[config.mk]
export PLATFORM = sky130hd
export DESIGN_NAME = mem_arbiter
export DESIGN_NICKNAME = d
export VERILOG_FILES = /design/src/rtl/mem_arbiter.sv
export SDC_FILE = /design/constraint.sdc
export NUM_CORES = 1
export LEC_CHECK = 0
export BUFFER_PORTS_ARGS = -buffer_cell sky130_fd_sc_hd__buf_2
export CAP_MARGIN = 40
export CORE_ASPECT_RATIO = 0.7
export CORE_MARGIN = 2
export CORE_UTILIZATION = 40
export CTS_CLUSTER_DIAMETER = 80
export DETAILED_ROUTE_END_ITERATION = 8
export PLACE_DENSITY = 0.73
export SLEW_MARGIN = 20
export SYNTH_ARGS = -nofsm -noshare
export SYNTH_HDL_FRONTEND = slang
export SYNTH_SLANG_ARGS = --single-unit
[constraint.sdc]
create_clock -name clk_i -period 5 [get_ports clk_i]
set_input_delay 1 -clock clk_i [delete_from_list [all_inputs] [get_ports clk_i]]
set_output_delay 1 -clock clk_i [all_outputs]
set_load 0.02 [all_outputs]
[src/rtl/mem_arbiter.sv]
// mem_arbiter
// ---------------------------------------------------------------------------
// Two-port arbiter that places either the processor data port or the DMA
// wrapper's RAM master onto one synchronous RAM. It serves one request at a
// time and walks it through four states:
//    IDLE -> ACCESS -> WAIT (RAM_LATENCY cycles) -> DONE -> IDLE
// The grantee receives a one-cycle done pulse. On a read, its rdata register
// carries the captured RAM word.
//
// Configuration macro MEM_ARB_RR_EN:
//    undefined : fixed priority, the CPU wins a tie.
//    defined   : round-robin on ties, using a 1-bit last-grant register.
//                That register resets to "DMA last".
//
// Ports
//    clk_i, rst_i                  clock, synchronous active-high reset
//    cpu_valid/read/write          processor request qualifiers
//    cpu_address/wdata/wstrb       processor byte address, write data, strobes
//    cpu_rdata/ready/done          processor responses
//    dma_*                         same set for the DMA RAM master
//    ram_cs, ram_we                RAM chip select and byte write enables
//    ram_addr, ram_wdata           RAM word address and write data
//    ram_rdata                     RAM read data
// ---------------------------------------------------------------------------
module mem_arbiter #(
   parameter int DATA_WIDTH    = 32,
   parameter int ADDRESS_BITS  = 32,
   parameter int RAM_ADDR_BITS = 12,
   parameter int RAM_LATENCY   = 1
) (
   input  logic                       clk_i,
   input  logic                       rst_i,
   input  logic                       cpu_valid,
   input  logic                       cpu_read,
   input  logic                       cpu_write,
   input  logic [ADDRESS_BITS-1:0]    cpu_address,
   input  logic [DATA_WIDTH-1:0]      cpu_wdata,
   input  logic [DATA_WIDTH/8-1:0]    cpu_wstrb,
   output logic [DATA_WIDTH-1:0]      cpu_rdata,
   output logic                       cpu_ready,
   output logic                       cpu_done,
   input  logic                       dma_valid,
   input  logic                       dma_read,
   input  logic                       dma_write,
   input  logic [ADDRESS_BITS-1:0]    dma_address,
   input  logic [DATA_WIDTH-1:0]      dma_wdata,
   input  logic [DATA_WIDTH/8-1:0]    dma_wstrb,
   output logic [DATA_WIDTH-1:0]      dma_rdata,
   output logic                       dma_ready,
   output logic                       dma_done,
   output logic                       ram_cs,
   output logic [DATA_WIDTH/8-1:0]    ram_we,
   output logic [RAM_ADDR_BITS-1:0]   ram_addr,
   output logic [DATA_WIDTH-1:0]      ram_wdata,
   input  logic [DATA_WIDTH-1:0]      ram_rdata
);

   localparam int          STRB_WIDTH = DATA_WIDTH / 8;
   localparam logic [3:0]  LAT_LOAD   = 4'(RAM_LATENCY - 1);

   typedef enum logic [1:0] {
      IDLE   = 2'd0,
      ACCESS = 2'd1,
      WAIT   = 2'd2,
      DONE   = 2'd3
   } state_e;

   state_e                    state_q, state_d;
   logic [3:0]                lat_cnt_q, lat_cnt_d;
   logic                      grant_cpu_s, grant_dma_s, grant_any_s;
   logic                      ready_s, wait_last_s;
   logic                      port_dma_q;     // grantee of the transaction in flight
   logic                      is_write_q;
   logic                      sel_write_s;
   logic [ADDRESS_BITS-1:0]   sel_addr_s;
   logic [DATA_WIDTH-1:0]     sel_wdata_s;
   logic [STRB_WIDTH-1:0]     sel_wstrb_s;
   logic                      ram_cs_q;
   logic [STRB_WIDTH-1:0]     ram_we_q;
   logic [RAM_ADDR_BITS-1:0]  ram_addr_q;
   logic [DATA_WIDTH-1:0]     ram_wdata_q;
   logic [DATA_WIDTH-1:0]     cpu_rdata_q, dma_rdata_q;
   logic                      cpu_done_q, dma_done_q;

   // read strobes carry no information (write wins, neither means read) and
   // the address bits outside the word index are ignored, so addresses alias
   logic                      unused_s;
   assign unused_s = ^{cpu_read, dma_read, cpu_address, dma_address};

`ifdef MEM_ARB_RR_EN
   logic                      last_dma_q;

   // Last-grant memory for round-robin tie breaking
   always_ff @(posedge clk_i) begin
      if (rst_i) begin
         last_dma_q <= 1'b1;
      end else if (grant_any_s) begin
         last_dma_q <= grant_dma_s;
      end
   end
`endif

   // Arbitration: decide the grantee combinationally on the IDLE cycle
   always_comb begin
      grant_cpu_s = 1'b0;
      grant_dma_s = 1'b0;
      if (state_q == IDLE) begin
`ifdef MEM_ARB_RR_EN
         if (cpu_valid && dma_valid) begin
            grant_cpu_s = last_dma_q;
            grant_dma_s = ~last_dma_q;
         end else begin
            grant_cpu_s = cpu_valid;
            grant_dma_s = dma_valid;
         end
`else
         grant_cpu_s = cpu_valid;
         grant_dma_s = dma_valid & ~cpu_valid;
`endif
      end else begin
         grant_cpu_s = 1'b0;
         grant_dma_s = 1'b0;
      end
   end

   assign grant_any_s = grant_cpu_s | grant_dma_s;

   // Request mux feeding the grant-time latches
   always_comb begin
      sel_write_s = cpu_write;
      sel_addr_s  = cpu_address;
      sel_wdata_s = cpu_wdata;
      sel_wstrb_s = cpu_wstrb;
      if (grant_dma_s) begin
         sel_write_s = dma_write;
         sel_addr_s  = dma_address;
         sel_wdata_s = dma_wdata;
         sel_wstrb_s = dma_wstrb;
      end else begin
         sel_write_s = cpu_write;
         sel_addr_s  = cpu_address;
         sel_wdata_s = cpu_wdata;
         sel_wstrb_s = cpu_wstrb;
      end
   end

   // FSM state register
   always_ff @(posedge clk_i) begin
      if (rst_i) begin
         state_q   <= IDLE;
         lat_cnt_q <= 4'd0;
      end else begin
         state_q   <= state_d;
         lat_cnt_q <= lat_cnt_d;
      end
   end

   // FSM next state; WAIT spends exactly RAM_LATENCY cycles
   always_comb begin
      state_d   = state_q;
      lat_cnt_d = lat_cnt_q;
      case (state_q)
         IDLE: begin
            if (grant_any_s) begin
               state_d = ACCESS;
            end else begin
               state_d = IDLE;
            end
         end
         ACCESS: begin
            state_d   = WAIT;
            lat_cnt_d = LAT_LOAD;
         end
         WAIT: begin
            if (lat_cnt_q == 4'd0) begin
               state_d = DONE;
            end else begin
               lat_cnt_d = lat_cnt_q - 4'd1;
            end
         end
         DONE: begin
            state_d = IDLE;
         end
         default: begin
            state_d   = IDLE;
            lat_cnt_d = 4'd0;
         end
      endcase
   end

   // FSM output decode
   always_comb begin
      ready_s     = (state_q == IDLE);
      wait_last_s = (state_q == WAIT) && (lat_cnt_q == 4'd0);
   end

   // Datapath: grant latches, RAM strobes, read capture and done pulses
   always_ff @(posedge clk_i) begin
      if (rst_i) begin
         port_dma_q  <= 1'b0;
         is_write_q  <= 1'b0;
         ram_cs_q    <= 1'b0;
         ram_we_q    <= {STRB_WIDTH{1'b0}};
         ram_addr_q  <= {RAM_ADDR_BITS{1'b0}};
         ram_wdata_q <= {DATA_WIDTH{1'b0}};
         cpu_rdata_q <= {DATA_WIDTH{1'b0}};
         dma_rdata_q <= {DATA_WIDTH{1'b0}};
         cpu_done_q  <= 1'b0;
         dma_done_q  <= 1'b0;
      end else begin
         ram_cs_q   <= grant_any_s;
         cpu_done_q <= wait_last_s & ~port_dma_q;
         dma_done_q <= wait_last_s & port_dma_q;
         if (grant_any_s) begin
            port_dma_q  <= grant_dma_s;
            is_write_q  <= sel_write_s;
            ram_addr_q  <= sel_addr_s[RAM_ADDR_BITS+1:2];
            ram_wdata_q <= sel_wdata_s;
            ram_we_q    <= sel_write_s ? sel_wstrb_s : {STRB_WIDTH{1'b0}};
         end
         // last WAIT cycle is the one where ram_rdata is valid
         if (wait_last_s && !is_write_q) begin
            if (port_dma_q) begin
               dma_rdata_q <= ram_rdata;
            end else begin
               cpu_rdata_q <= ram_rdata;
            end
         end
      end
   end

   assign cpu_ready = ready_s;
   assign dma_ready = ready_s;
   assign cpu_done  = cpu_done_q;
   assign dma_done  = dma_done_q;
   assign cpu_rdata = cpu_rdata_q;
   assign dma_rdata = dma_rdata_q;
   assign ram_cs    = ram_cs_q;
   assign ram_we    = ram_we_q;
   assign ram_addr  = ram_addr_q;
   assign ram_wdata = ram_wdata_q;

endmodule

; ---- Word-level counts from Yosys, hierarchy flattened
; Cells that the tools add are included.
[op_classes]
eq_ne = 5
n_bitwise = 6
n_mux = 12
n_reduce_logical = 9
n_addsub = 1
[op_table]
columns = op, n
row1 = 2-to-1 mux 32 bit, 1
row2 = 2-to-1 mux 14 bit, 1
row3 = 2-to-1 mux 4 bit, 3
row4 = case mux 2 bit (4 select lines), 1
row5 = case mux 4 bit (2 select lines), 1
row6 = AND reduction 2 bit, 3
row7 = == test 2 bit (second input constant), 2
row8 = zero test 4 bit, 1
row9 = 2-to-1 mux 1 bit, 4
row10 = != test 2 bit (second input constant), 2
row11 = subtractor 4 x 1 -> 4 bit (second input constant), 1
row12 = bitwise AND 1 bit, 3
row13 = == test 2 x 1 -> 1 bit (second input constant), 1
row14 = logical AND 1 bit, 2
row15 = zero test 2 bit, 1
row16 = 2-to-1 mux 2 bit, 1
row17 = inverter 1 bit, 2
row18 = nonzero test 2 bit, 1
row19 = zero test 1 bit, 1
row20 = bitwise OR 1 bit, 1
[word_totals]
output_inout_bits = 117
ff_bits = 123
input_bits = 176

; ---- Depth between registers and ports, before layout
[logic_depth]
word_depth = 6
ltp_mapped = 8
ltp_nobuf = 6

; ---- Worst setup path after synthesis
; Ideal clock, no wire load.
[synth_timing]
kind = input to register
from = input port cpu_valid
to = register ram_wdata_q[19] (netlist: ram_wdata[19])
arrival_time_ns = 1.946
stages = 6
t_required_ns = 4.930
path_slack_ns = 2.984
setup_ns = 0.070
n_path_buf = 2
cell_sequence = and3b_1 -> a21oi_2 -> or2_1 -> buf_4 -> buf_4 -> o2bb2ai_1
[synth_between]
elab_chain_len = 4
[synth_lines]
columns = element, line_no
row1 = start: declaration, 33  ; input logic cpu_valid,
row2 = inverter 1 bit, 118  ; grant_dma_s = dma_valid & ~cpu_valid;
row3 = bitwise AND 1 bit, 118
row4 = 2-to-1 mux 1 bit, 107  ; if (state_q == IDLE) begin
row5 = 2-to-1 mux 32 bit / bitwise OR 1 bit (equally long branches), "134, 126"
row6 = end signal: assignment, 205  ; ram_wdata_q <= {DATA_WIDTH{1'b0}};
row7 = end signal: assignment, 218  ; ram_wdata_q <= sel_wdata_s;
row8 = end: declaration, 81  ; logic [DATA_WIDTH-1:0] ram_wdata_q;
; Several ways; a longest one is shown, not always the timed one.
; A chain may end at the register's enable or synchronous reset.

; ---- Worst setup path after layout
[layout_timing]
from = input port cpu_valid
to = register ram_wdata_q[6] (netlist: ram_wdata[6])
; The elaborated chain is that of the path after synthesis.

==> report_table.html <==
<table>
<tr><th>Metric</th><th>Value</th></tr>
<tr><th colspan="2">Power and ir drop</th></tr>
<tr><td>Peak supply drop</td><td>0.2355 mV</td></tr>
<tr><td>Leakage dissipation</td><td>3.329 nW</td></tr>
<tr><td>Power per standard cell area</td><td>533.4 nW/µm²</td></tr>
<tr><td>Overall power after layout</td><td>3.611 mW</td></tr>
<tr><th colspan="2">Setup path</th></tr>
<tr><td>Stage delay of the slowest cell on the critical path</td><td>around 540 ps</td></tr>
<tr><td>CP max-delay cell</td><td>or2_1</td></tr>
<tr><td>Classification of the worst setup path</td><td>primary input to flop</td></tr>
<tr><td>Category of the worst setup path capture point</td><td>flop</td></tr>
<tr><td>Critical-path cell list</td><td>buf_2 &gt; and3b_1 &gt; a21oi_2 &gt; or2_1 &gt; buf_4 &gt; o2bb2ai_1</td></tr>
<tr><td>Worst R2R Setup Slack</td><td>2720 ps</td></tr>
<tr><td>Crit. path cell count</td><td>6</td></tr>
<tr><td>Cell depth of the worst flop-to-flop path</td><td>7</td></tr>
<tr><td>Largest fanout of any net on the critical path</td><td>18</td></tr>
<tr><td>Type of origin of the critical path</td><td>primary input</td></tr>
<tr><td>Crit path required time</td><td>5280 ps</td></tr>
<tr><td>Arrival time at the worst endpoint</td><td>approximately 2600 ps</td></tr>
<tr><td>Gate family responsible for the most delay along the worst path</td><td>simple AND/OR/NAND/NOR gates</td></tr>
<tr><td>Crit path buffers/inverters</td><td>2</td></tr>
<tr><th colspan="2">STA</th></tr>
<tr><td>Count of endpoints failing hold in the final timing report</td><td>0</td></tr>
<tr><td>Clock tree skew after final layout</td><td>10.37 ps</td></tr>
<tr><td>Setup Viol. Count Final</td><td>0</td></tr>
<tr><td>Period Utilization, post-route</td><td>a little under half</td></tr>
<tr><td>Tightest slew margin relative to the limit</td><td>46.91%</td></tr>
<tr><td>Final Max Slew Viols</td><td>0</td></tr>
<tr><td>Unrepaired setup endpoints after global routing</td><td>no</td></tr>
<tr><td>Transition time at the pin with the least slew margin</td><td>796.3 ps</td></tr>
<tr><td>Time the worst path needs with I/O delays and setup</td><td>2344 ps</td></tr>
<tr><td>Highest achievable clock rate</td><td>426.7 MHz</td></tr>
<tr><td>Sum of negative setup slack</td><td>0 ps</td></tr>
<tr><th colspan="2">CTS</th></tr>
<tr><td>Clock tree sinks</td><td>between 100 and 150</td></tr>
<tr><td>Number of levels the H-tree was split into</td><td>4</td></tr>
<tr><td>Post-cts resize count</td><td>0</td></tr>
<tr><td>Clock slew seen by the registers of the worst setup and hold paths</td><td>60 ps</td></tr>
<tr><td>Hold_buf cts</td><td>0</td></tr>
<tr><td>Setup Fix Bufs, Post-CTS</td><td>0</td></tr>
<tr><td>CTS root buffer</td><td>clkbuf_16</td></tr>
<tr><td>Number of buffers on the longest clock path</td><td>2</td></tr>
<tr><td>Skew-Pair Late Insertion Delay</td><td>400 ps</td></tr>
<tr><td>Number of clock buffers inserted by TritonCTS</td><td>17</td></tr>
<tr><td>Clock tree from TritonCTS</td><td>built</td></tr>
<tr><th colspan="2">Global route</th></tr>
<tr><td>Global-route wire length before repair</td><td>20560 µm</td></tr>
<tr><td>Via count of the first global-routing pass</td><td>between 4000 and 5000</td></tr>
<tr><td>Pin count of the biggest net entering global routing</td><td>80</td></tr>
<tr><td>Gr usage total</td><td>slightly above 20%</td></tr>
<tr><td>Initial antenna violation count</td><td>1</td></tr>
<tr><td>Global route overflow</td><td>0</td></tr>
<tr><th colspan="2">Cells and area</th></tr>
<tr><td>Multi-input gate area in the final layout</td><td>2110 µm²</td></tr>
<tr><td>Antenna diode count</td><td>0</td></tr>
<tr><td>Fraction of final layout cells sized beyond drive strength 1</td><td>39.43%</td></tr>
<tr><td>Number of nets in the layout</td><td>934</td></tr>
<tr><td>Register cell area after layout</td><td>2462 µm²</td></tr>
<tr><td>Core Util, Final</td><td>57.73%</td></tr>
<tr><td>Area growth from synthesis to layout</td><td>40.34%</td></tr>
<tr><td>Count of fill cells added during filler insertion</td><td>1023</td></tr>
<tr><th colspan="2">Status</th></tr>
<tr><td>Status</td><td>finished clean</td></tr>
<tr><th colspan="2">Detailed routing</th></tr>
<tr><td>Detail Route Antenna Nets</td><td>0</td></tr>
<tr><td>Count of vias placed by the detailed router</td><td>4499</td></tr>
<tr><td>Routed wire per std cell</td><td>14.44 µm</td></tr>
<tr><td>First DRT Iteration DRCs</td><td>179</td></tr>
<tr><td>Drt drc</td><td>0</td></tr>
<tr><td>Routed wire length</td><td>13330 µm</td></tr>
<tr><td>Via density per instance</td><td>4.874</td></tr>
<tr><td>First-pass detailed-route iteration total</td><td>4</td></tr>
<tr><th colspan="2">Floorplanning</th></tr>
<tr><td># rows</td><td>33</td></tr>
<tr><td>Core Region</td><td>approximately 12000 µm²</td></tr>
<tr><td>Overall die area</td><td>~13000 µm²</td></tr>
<tr><td>Overall die width</td><td>about 140 µm</td></tr>
<tr><td>Initial Utilization</td><td>41.13%</td></tr>
<tr><td>Die H</td><td>95.88 µm</td></tr>
<tr><td># IOs</td><td>293</td></tr>
<tr><th colspan="2">Yosys</th></tr>
<tr><td>Avg Cell Area, Syn</td><td>9.421 µm²</td></tr>
<tr><td>Synthesized instance count</td><td>a little over 500</td></tr>
<tr><td>Portion of netlist area occupied by mux cells</td><td>10.61%</td></tr>
<tr><td>Count of distinct cell types in the synthesized netlist</td><td>35</td></tr>
<tr><td>Post-synthesis instance area</td><td>4823 µm²</td></tr>
<tr><td>Sequential-to-total area share from yosys stat</td><td>51.05%</td></tr>
<tr><td>Dominant combinational cell family by area after synthesis</td><td>compound AO/OA/AOI/OAI gates</td></tr>
<tr><td>Number of synthesis warnings</td><td>0</td></tr>
<tr><td>Net count after synthesis</td><td>between 600 and 700</td></tr>
<tr><td>XOR/XNOR Fraction of Synth Area</td><td>0%</td></tr>
<tr><td>Arithmetic-cell share of the synthesized area counting full adders, half adders and majority gates</td><td>1.297%</td></tr>
<tr><td>Synthesized-area fraction occupied by ao, oa, aoi and oai cells</td><td>17.54%</td></tr>
<tr><td>Synthesized flop and latch total</td><td>approximately 120</td></tr>
<tr><td>Area fraction in and, or, nand and nor cells after synthesis</td><td>between 10% and 20%</td></tr>
<tr><th colspan="2">Flow run</th></tr>
<tr><td>Maximum Capacitance Violations</td><td>0</td></tr>
<tr><th colspan="2">Placement</th></tr>
<tr><td>Half-perimeter wire length after detailed placement</td><td>9627 µm</td></tr>
<tr><td>PortBufs</td><td>250</td></tr>
<tr><td>GP Congestion</td><td>0.7993</td></tr>
<tr><th colspan="2">Hold path</th></tr>
<tr><td>Worst min path class</td><td>flop to flop</td></tr>
<tr><td>Number of stages on the worst hold path</td><td>2</td></tr>
</table>
[worst register-to-register path: cells and delay by family, from the launching register on]
| kind | cells | cell delay (ps) |
|---|---|---|
| AOI/OAI and AO/OA | 2 | 390 |
| adders and majority gates | 1 | 250 |
| buffers and inverters | 2 | 410 |
| DFF | 1 | 340 |
| and+or+nand+nor | 2 | 780 |
[path summary, 6_finish.rpt]
path	start	to
hold reg to reg	dma_rdata[4]$_SDFFE_PP0P_	dma_rdata[4]$_SDFFE_PP0P_
setup / recovery	cpu_valid	ram_wdata[6]$_SDFFE_PP0P_
hold / removal	dma_rdata[4]$_SDFFE_PP0P_	dma_rdata[4]$_SDFFE_PP0P_
setup reg to reg	state_q[0]$_SDFFE_PP0P_	ram_wdata[6]$_SDFFE_PP0P_
[where the power goes]
| part | internal (mW) | leakage (nW) | switching (mW) |
|---|---|---|---|
| registers | 1.16 | 1.00 | 0.0891 |
| clock network | 0.836 | 0.296 | 0.443 |
| logic | 0.394 | 2.03 | 0.690 |
[area by class of cell]
cell class | count | share of cell area (%)
flip-flops and latches | 123 | 36.38
multi-input cells | 342 | 31.16
repair buffers | 262 | 19.93
clock buffers | 18 | 6.340
clock inverters | 14 | 2.902
well taps | 157 | 2.902
inverters | 7 | 0.3882
[logic make-up (layout without fill, tap and decap cells)]
| logic type | Yosys count | count (layout) |
|---|---|---|
| AOI/OAI and AO/OA | 126 | 126 |
| buffers and inverters | 47 | 301 |
| muxes | 51 | 51 |
| and+or+nand+nor | 160 | 160 |
| adders and majority gates | 5 | 5 |
| DFF | 123 | 123 |
[registers in the layout, indices dropped and copies added (netlist names), 2 cells and up]
signal     flops
cpu_rdata     32
ram_wdata     32
ram_we         4
ram_addr      12
lat_cnt_q      4
dma_rdata     32
state_q        2
[Yosys cell counts, drive strengths merged]
library cell | n | area share, %
mux2 | 1 | 0.23
nand4bb | 1 | 0.57
nor3b | 1 | 0.16
o2bb2ai | 44 | 8.4
or3b | 1 | 0.18
o211ai | 1 | 0.16
dfxtp | 123 | 51
a2bb2oi | 5 | 0.91
or3 | 1 | 0.13
nor4b | 1 | 0.18
nand2b | 2 | 0.26
o21ai | 3 | 0.31
inv | 7 | 0.54
clkbuf | 13 | 1.0
and3b | 1 | 0.18
nand3 | 1 | 0.10
mux2i | 50 | 10
a21oi | 71 | 7.4
nand2 | 133 | 10
nor2 | 10 | 0.78
ha | 5 | 1.3
buf | 27 | 3.8
or2 | 1 | 0.13
a32oi | 1 | 0.18
nor3 | 3 | 0.42
nand3b | 1 | 0.16
and4bb | 1 | 0.26
and3 | 1 | 0.13
and2b | 1 | 0.16
a22oi | 1 | 0.16
[per-stage QoR]
stage,instance area [µm²],std cells,setup slack (ps),hold WS [ps]
2_1_floorplan,4823,512,2984,445.0
3_3_place_gp,6120,889,1930,439.7
3_5_place_dp,6143,891,2225,441.0
4_1_cts,6769,923,2638,452.4
5_1_grt,6769,923,2557,471.9
6_report,6769,923,2656,450.8
[layer usage]
metal  vias to the layer above  share of wire, %  track usage [%]
met2                       184                48            35.66
met4                         0               1.7            8.247
met1                      2044                41            22.83
met5                         -                 0                0
li1                       2254                 -                -
met3                        17               9.0            7.478
[placed cells by master (no fill, tap or decap), drive strengths merged, types with 2 or more instances in the layout]
| cell | count |
|---|---|
| buf | 262 |
| nand2 | 133 |
| dfxtp | 123 |
| a21oi | 71 |
| mux2i | 50 |
| o2bb2ai | 44 |
| clkbuf | 18 |
| nor2 | 10 |
| inv | 8 |
| clkinv | 6 |
| a2bb2oi | 5 |
| ha | 5 |
| bufinv | 4 |
| o21ai | 3 |
| clkinvlp | 3 |
| nor3 | 3 |
| nand2b | 2 |
No activity file was read; power rests on OpenSTA's default activity.
